==> src/rtl/poly_coef_loader.sv <==
// Load front-end for the polynomial evaluator: streams x then c0..cn into a
// coefficient bank, exposes them to the evaluator and holds start_eval until done.
//
// state     | meaning
// ----------+------------------------------------------------------------
// IDLE      | waiting for cmd_start; bank, x_out, n_out retained
// LOAD_X    | in_ready high, next accepted word is the evaluation point
// LOAD_COEF | in_ready high, accepted words fill coef[0..n_out]
// ARMED     | start_eval held high until eval_done
module poly_coef_loader #(
    parameter int COEF_W    = 16,
    parameter int MAX_TERMS = 8,
    parameter int N_W       = 4,
    parameter int IDX_W     = 3
) (
    input  logic              clk,
    input  logic              reset,
    input  logic              cmd_start,
    input  logic              cmd_abort,
    input  logic [N_W-1:0]    cfg_n,
    input  logic              in_valid,
    input  logic [COEF_W-1:0] in_data,
    output logic              in_ready,
    output logic [COEF_W-1:0] x_out,
    output logic [N_W-1:0]    n_out,
    input  logic [IDX_W-1:0]  coef_rd_idx,
    output logic [COEF_W-1:0] coef_rd_data,
    output logic              start_eval,
    input  logic              eval_done,
    output logic              busy,
    output logic              load_err
);

    typedef enum logic [1:0] {
        IDLE      = 2'd0,
        LOAD_X    = 2'd1,
        LOAD_COEF = 2'd2,
        ARMED     = 2'd3
    } state_t;

    localparam logic [N_W-1:0] MAX_N = N_W'(MAX_TERMS - 1);

    state_t            state;
    state_t            state_nxt;
    logic [COEF_W-1:0] bank [MAX_TERMS];
    logic [IDX_W-1:0]  widx;
    logic              xfer;
    logic              start_req;
    logic              start_ok;
    logic              last_coef;

    assign xfer      = in_valid && in_ready;
    // abort wins over a simultaneous start, so a start with abort does nothing
    assign start_req = cmd_start && !cmd_abort;
    assign start_ok  = start_req && (cfg_n <= MAX_N);
    assign last_coef = (N_W'(widx) == n_out);

    always_comb begin
        state_nxt = state;
        case (state)
            IDLE: begin
                if (start_ok)
                    state_nxt = LOAD_X;
            end
            LOAD_X: begin
                if (cmd_abort)
                    state_nxt = IDLE;
                else if (xfer)
                    state_nxt = LOAD_COEF;
            end
            LOAD_COEF: begin
                if (cmd_abort)
                    state_nxt = IDLE;
                else if (xfer && last_coef)
                    state_nxt = ARMED;
            end
            ARMED: begin
                if (cmd_abort || eval_done)
                    state_nxt = IDLE;
            end
            default: state_nxt = IDLE;
        endcase
    end

    always_ff @(posedge clk or negedge reset) begin
        if (!reset) begin
            state      <= IDLE;
            widx       <= '0;
            x_out      <= '0;
            n_out      <= '0;
            in_ready   <= 1'b0;
            start_eval <= 1'b0;
            busy       <= 1'b0;
            load_err   <= 1'b0;
            for (int i = 0; i < MAX_TERMS; i++)
                bank[i] <= '0;
        end else begin
            state      <= state_nxt;
            in_ready   <= (state_nxt == LOAD_X) || (state_nxt == LOAD_COEF);
            start_eval <= (state_nxt == ARMED);
            busy       <= (state_nxt != IDLE);

            case (state)
                IDLE: begin
                    if (start_ok) begin
                        n_out    <= cfg_n;
                        load_err <= 1'b0;
                        widx     <= '0;
                        // clearing the bank makes entries above n_out read as zero
                        for (int i = 0; i < MAX_TERMS; i++)
                            bank[i] <= '0;
                    end else if (start_req) begin
                        load_err <= 1'b1;
                    end
                end
                LOAD_X: begin
                    if (!cmd_abort && xfer)
                        x_out <= in_data;
                end
                LOAD_COEF: begin
                    if (!cmd_abort && xfer) begin
                        bank[widx] <= in_data;
                        if (!last_coef)
                            widx <= widx + IDX_W'(1);
                    end
                end
                default: ;
            endcase
        end
    end

    assign coef_rd_data = bank[coef_rd_idx];

endmodule
==> config.mk <==
export PLATFORM = sky130hd
export DESIGN_NAME = poly_coef_loader
export DESIGN_NICKNAME = d
export VERILOG_FILES = /design/src/rtl/poly_coef_loader.sv
export SDC_FILE = /design/constraint.sdc
export NUM_CORES = 1
export LEC_CHECK = 0
export ABC_AREA = 0
export CAP_MARGIN = 20
export CORE_MARGIN = 2
export CORE_UTILIZATION = 53
export CTS_CLUSTER_DIAMETER = 100
export DETAILED_ROUTE_END_ITERATION = 10
export PLACE_DENSITY = 0.75
export SLEW_MARGIN = 20
export SYNTH_ARGS = -nofsm -noshare
export SYNTH_HDL_FRONTEND = slang
export SYNTH_SLANG_ARGS = --single-unit
==> constraint.sdc <==
create_clock -name clk -period 4.27 [get_ports clk]
set_input_delay 1.281 -clock clk [delete_from_list [all_inputs] [get_ports clk]]
set_output_delay 1.281 -clock clk [all_outputs]
set_load 0.02 [all_outputs]
==> impl_metrics.ini, run 1 <==
[final_layout]
nets = 592
fin_cells = 743
drive_above_1_share_pct = 24.5
antennaDiodeCount = 0
syn2layout_area_growth_pct = 22.5
post-route-util_pct = 66.8

[floorplanning]
rows = 41
start_util_pct = 54.6
die_y_um = 118
io_pins = 69
fp.dieW_um = 118
design.die.area_um2 = 14000
core_region_area_um2 = 12700

[setup_path]
end_kind = output pin
startpoint = coef_rd_idx[0]
reg2reg_slack_ns = 1.94
path_cells = buf_2 > buf_4 > mux4_2 > mux2_2 > dlygate4sd2_1
r2r-end = bank[16]
critPathRequiredTime_ns = 2.99
critPathTopFamily = multiplexers
path_buf_inv = 3
cp_slowest_stage_delay_ns = 0.53
crit_path_start_kind = primary input
path_depth = 5
endpoint = coef_rd_data[4]
reg2reg_depth = 5
cp_slowest_cell = mux4_2
r2r-start = state[1]
crit_path_max_fanout = 8
crit_arrival_ns = 2.80
criticalPathCategory = in -> out

[yosys]
ys_seq_elements = 157
ys.flop_type = dfrtp_1
synthTopCellsByCount = dfrtp_1 (157), o2bb2ai_1 (102), mux2_2 (36)
syn_avg_cell_area_um2 = 14.2
synth_edf_count = 0
synth_area_leaders = dfrtp_1 (57%), o2bb2ai_1 (13%), mux4_2 (10%)
synth_top_area_share_pct = 56.8
synth.most_common_cell = dfrtp_1
yosysSeqAreaShare_pct = 56.8
ys_warn_count = 0
syn_area_um2 = 6910
ys_async_sr_fraction_pct = 100
synthDistinctLibCells = 37
syn-num-nets = 520
synthCells = 488
yosysTopAreaCell = dfrtp_1

[global_route]
grt_max_degree = 93
grt_pass1_wl_um = 29600
gr-usage-all-layers_pct = 27.8
grt.busiest_layer = met2
overflow = 0
grt_pass1_vias = 5328
antenna_found_initial = 0
use_met3_pct = 7.82
grt.met2_usage_pct = 41.0
grt_use_met1_pct = 38.1

[clock_network]
clock_path_buffers = 2
numClockSinks = 157
root_buffer = clkbuf_16
tritoncts = built
cts_made_buffers = 17
cts.clk_slew.worst_paths_ns = 0.06
insertion_delay_ns = 0.43
htreeDepth = 4

[place]
io_buffers = 68
place_ws_ns = -0.209
place_hpwl_um = 10700
place_inst = 712
gp_congestion = 0.830

[sta]
fmax_mhz = 245
setup_violations = 0
setup_tns_ns = 0
report.final.slew_viol_count = 0
grt_setup_unrepaired = false
setup_ws_ns = 0.184
fin_crit_sh_pct = 95.7
skew_ns = 0.00599
maxSlewHeadroom_pct = 30.6
worstMarginPinSlew_ns = 1.04
post-route-min-period_ns = 4.09
hold_viol = 0

[drt]
routedWlPerCell_um = 24.5
viasPerCell = 6.57
drt_iter0_drc = 354
firstDrtPassIters = 5
finalWirelength_um = 18200
drc = 0
ant_nets = 0
vias = 4884

[min_path]
min_path_cells = 1
hold_path_class = reg -> reg

[power_and_ir_drop]
powerDensity_nw_per_um2 = 413
p_total_w = 0.00350
ir_drop_uv = 281
total_leakage_power_nw = 3.62

[run_status]
outcome = finished, final reports clean

[flow_run]
cap_violations = 0
## cell families (layout without fill, tap and decap cells)
family,Yosys count,after routing,share of synthesized area [%]
AOI/OAI and AO/OA,162,162,19.3
xor gates and xnor gates,3,3,0.380
DFF,157,157,56.8
and+or+nand+nor,50,50,3.44
adders and majority gates,3,3,0.543
buffers and inverters,45,128,3.18
muxes,68,68,16.3
## flip-flops by register name (all words and copies together) (netlist names)
register / cells
bank: 128
busy: 1
in_ready: 1
load_err: 1
n_out: 4
start_eval: 1
state: 2
widx: 3
x_out: 16
## cell type report
type | count | area, µm²
fillers | 899 | 4200
flip-flops and latches | 157 | 3930
repair buffers | 91 | 912
inverters | 7 | 26.3
clock inverters | 7 | 113
well taps | 172 | 215
multi-input cells | 286 | 2790
clock buffers | 23 | 478
## worst register-to-register path, delay by kind of cell (launching register included)
kind	cells	cell delay [ns]
AO/OA/AOI/OAI	3	0.99
flip-flops	1	0.51
AND/OR/NAND/NOR	1	0.42
buffers and inverters	1	0.27
## where the power goes
group	switching, W	internal, W	leakage, nW
combinational	0.000211	0.000183	1.16
clock	0.000572	0.000956	0.289
sequential	0.0000348	0.00154	2.17
## per-layer routing
| metal | vias to the layer above | share of wire [%] |
|---|---|---|
| met3 | 55 | 9.7 |
| li1 | 2061 | - |
| met5 | - | 0 |
| met4 | 0 | 3.3 |
| met1 | 2502 | 39 |
| met2 | 266 | 48 |
## layout by cell type, fill, tap and decap left out, types with 2 or more instances in the layout
cell type        netlist  layout
dfrtp_1              157     157
o2bb2ai_1            102     102
clkdlybuf4s50_1        0      49
mux2_2                36      36
o21ai_0               34      34
mux4_2                32      32
nand2_1               26      26
clkbuf_16              0      18
buf_4                  1      17
dlygate4sd2_1          0      16
o2bb2ai_2             10      10
inv_1                  7       7
nor3_1                 6       6
o21ai_2                0       6
buf_12                 1       5
nor2_1                 4       4
or3_1                  3       3
xor2_1                 3       3
nand4_1                3       3
ha_1                   3       3
clkbuf_1              20       3
clkbuf_8               0       3
clkinv_2               0       3
bufinv_16              0       3
nor2b_1                2       2
o211ai_1               2       2
## how the worst min path moves through the flow
stage	startpoint	slack (ns)	to
floorplan	bank[16]	0.45	bank[16]
global placement	bank[108]	0.47	bank[108]
detailed placement	bank[2]	0.47	bank[2]
CTS	bank[2]	0.49	bank[2]
global route	bank[35]	0.50	bank[35]
finish	bank[30]	0.49	bank[30]
## timing repair
item | in CTS | in global routing
buffers inserted | 0 | 0
gates cloned | 0 | 1
setup endpoints to repair | 16 | 15
hold buffers | 0 | 0
resized for setup | 16 | 1
## metrics by stage
step           hold WS, ns  cell area, µm²
3_3_place_gp         0.466            7870
5_1_grt              0.502            8470
3_5_place_dp         0.469            7870
4_1_cts              0.487            8440
6_report             0.487            8470
2_1_floorplan        0.451            6910
No activity file was read; power rests on OpenSTA's default activity.
==> inputs of run 2 (changes only) <==
CORE_UTILIZATION = 45   (was 53)
PLACE_DENSITY = default   (was 0.75)
PLACE_DENSITY_LB_ADDON = 0.15   (was default)
==> run 2 against run 1 <==
Global-route usage decreased by 3.3 points; first-iteration DRC count increased by 13%; cell count increased by 1.7%; register-to-register slack got worse by 0.05 ns; non-clock buffer count increased by 2; critical path type unchanged; critical endpoint is now coef_rd_data[14]; largest cell class unchanged.
==> impl_metrics.ini, run 2 (synthesized netlist as in run 1, its figures left out) <==
[final_layout]
mostFrequentLayoutCell = dfrtp_1
mostFrequentLayoutCells = dfrtp_1 (157), o2bb2ai_1 (102), clkdlybuf4s50_1 (49), mux2_2 (36), o21ai_0 (34)
antennaDiodeCount = 0
nets = 594
fin_cells = 756
syn2layout_area_growth_pct = 22.5
largest_reg_flops = 128
largest-register = bank
drive_above_1_share_pct = 24.3
top_regs = bank (128), x_out (16), n_out (4)
final_area_um2 = 8470

[setup_path]
path_buf_inv = 3
critPathRequiredTime_ns = 2.99
path_cells = clkdlybuf4s15_1 > bufbuf_16 > mux4_2 > mux2_2 > dlygate4sd2_1
crit_path_start_kind = primary input
criticalPathCategory = in -> out
reg2reg_slack_ns = 1.89
reg2reg_depth = 6
critPathTopFamily = buffers and inverters
crit_arrival_ns = 2.85
cp_slowest_stage_delay_ns = 0.35
cp_slowest_cell = bufbuf_16
end_kind = output pin
path_depth = 5
crit_path_max_fanout = 16

[run_status]
outcome = finished, final reports clean

[place]
io_buffers = 68
gp_congestion = 0.768
place_hpwl_um = 11200
place_inst = 730
placed_cell_area_um2 = 7920

[global_route]
grt_pass1_wl_um = 29500
overflow = 0
grt_max_degree = 97
grt_pass1_vias = 5014
gr-usage-all-layers_pct = 24.5
antenna_found_initial = 0

[clock_network]
clock_path_buffers = 2
cts_made_buffers = 17
root_buffer = clkbuf_16
cts.clk_slew.worst_paths_ns = 0.05
tritoncts = built
htreeDepth = 4
numClockSinks = 157
post_cts_buffers = 0
insertion_delay_ns = 0.42

[power_and_ir_drop]
ir_drop_uv = 273
powerDensity_nw_per_um2 = 403
total_leakage_power_nw = 3.61

[drt]
finalWirelength_um = 18600
routedWlPerCell_um = 24.6
ant_nets = 0
drc = 0
drt_iter0_drc = 401
viasPerCell = 6.22
firstDrtPassIters = 4
vias = 4706

[floorplanning]
rows = 45
start_util_pct = 45.8
core_region_area_um2 = 15100
io_pins = 69
design.die.area_um2 = 16400
fp.dieW_um = 128
die_y_um = 128

[min_path]
min_path_cells = 1
hold_path_class = reg -> reg

[sta]
fin_crit_sh_pct = 96.9
post-route-min-period_ns = 4.14
fmax_mhz = 242
setup_violations = 0
worstMarginPinSlew_ns = 1.17
setup_tns_ns = 0
grt_setup_unrepaired = false
report.final.slew_viol_count = 0
maxSlewHeadroom_pct = 22.0
skew_ns = 0.00633
hold_viol = 0

[flow_run]
cap_violations = 0
-- run 2: worst paths after layout --
check / endpoint / from
min in group asynchronous: bank[44] / reset
hold / removal: bank[26] / bank[26]
max in group asynchronous: x_out[11] / reset
setup / recovery: coef_rd_data[14] / coef_rd_idx[1]
setup reg to reg: bank[58] / state[1]
hold reg to reg: bank[26] / bank[26]
-- run 2: cell type report --
type,count,area (µm²)
Clock inverter,3,65.1
Tap cell,188,235
Inverter,7,26.3
Clock buffer,22,474
Fill cell,1256,6620
Timing Repair Buffer,93,945
Multi-Input combinational cell,286,2790
Sequential cell,157,3930
-- run 2: routing by layer --
layer	track usage [%]	part of all wire [%]
met4	8.99	2.3
met3	5.34	6.0
met5	0	0
met1	34.7	46
met2	37.5	46
-- run 2: repair_timing --
item,in CTS,in global routing
gates resized for setup,18,0
setup endpoints to repair,16,0
hold buffers,0,0
-- run 2: power by group --
group	switching, W	internal, W	leakage (nW)
logic	0.000214	0.000186	1.17
clock network	0.000551	0.000882	0.266
registers	0.0000338	0.00154	2.17
total	0.000798	0.00261	3.61
-- run 2: through the flow --
stage                     total power [W]  worst slack, ns  utilization [%]  hold slack [ns]
after floorplan                   0.00178            0.347                -            0.451
after global placement            0.00200           -0.220             52.5            0.466
after detailed placement          0.00200           -0.226             52.5            0.468
after CTS                         0.00344           0.0973             56.1            0.484
after global routing              0.00353           0.0898             56.1            0.497
final                             0.00341            0.134             56.1            0.482
-- run 2: worst register-to-register path: cells and delay by family, from the launching register on --
family,cells,cell delay [ns]
AOI/OAI and AO/OA,3,0.83
buffers and inverters,2,0.54
DFF,1,0.49
and+or+nand+nor,1,0.41
==> inputs of run 3 (changes only) <==
SLEW_MARGIN = default   (was 20)
==> results of run 3 <==
No change in the layout: final DEF, timing and power equal those of run 2.
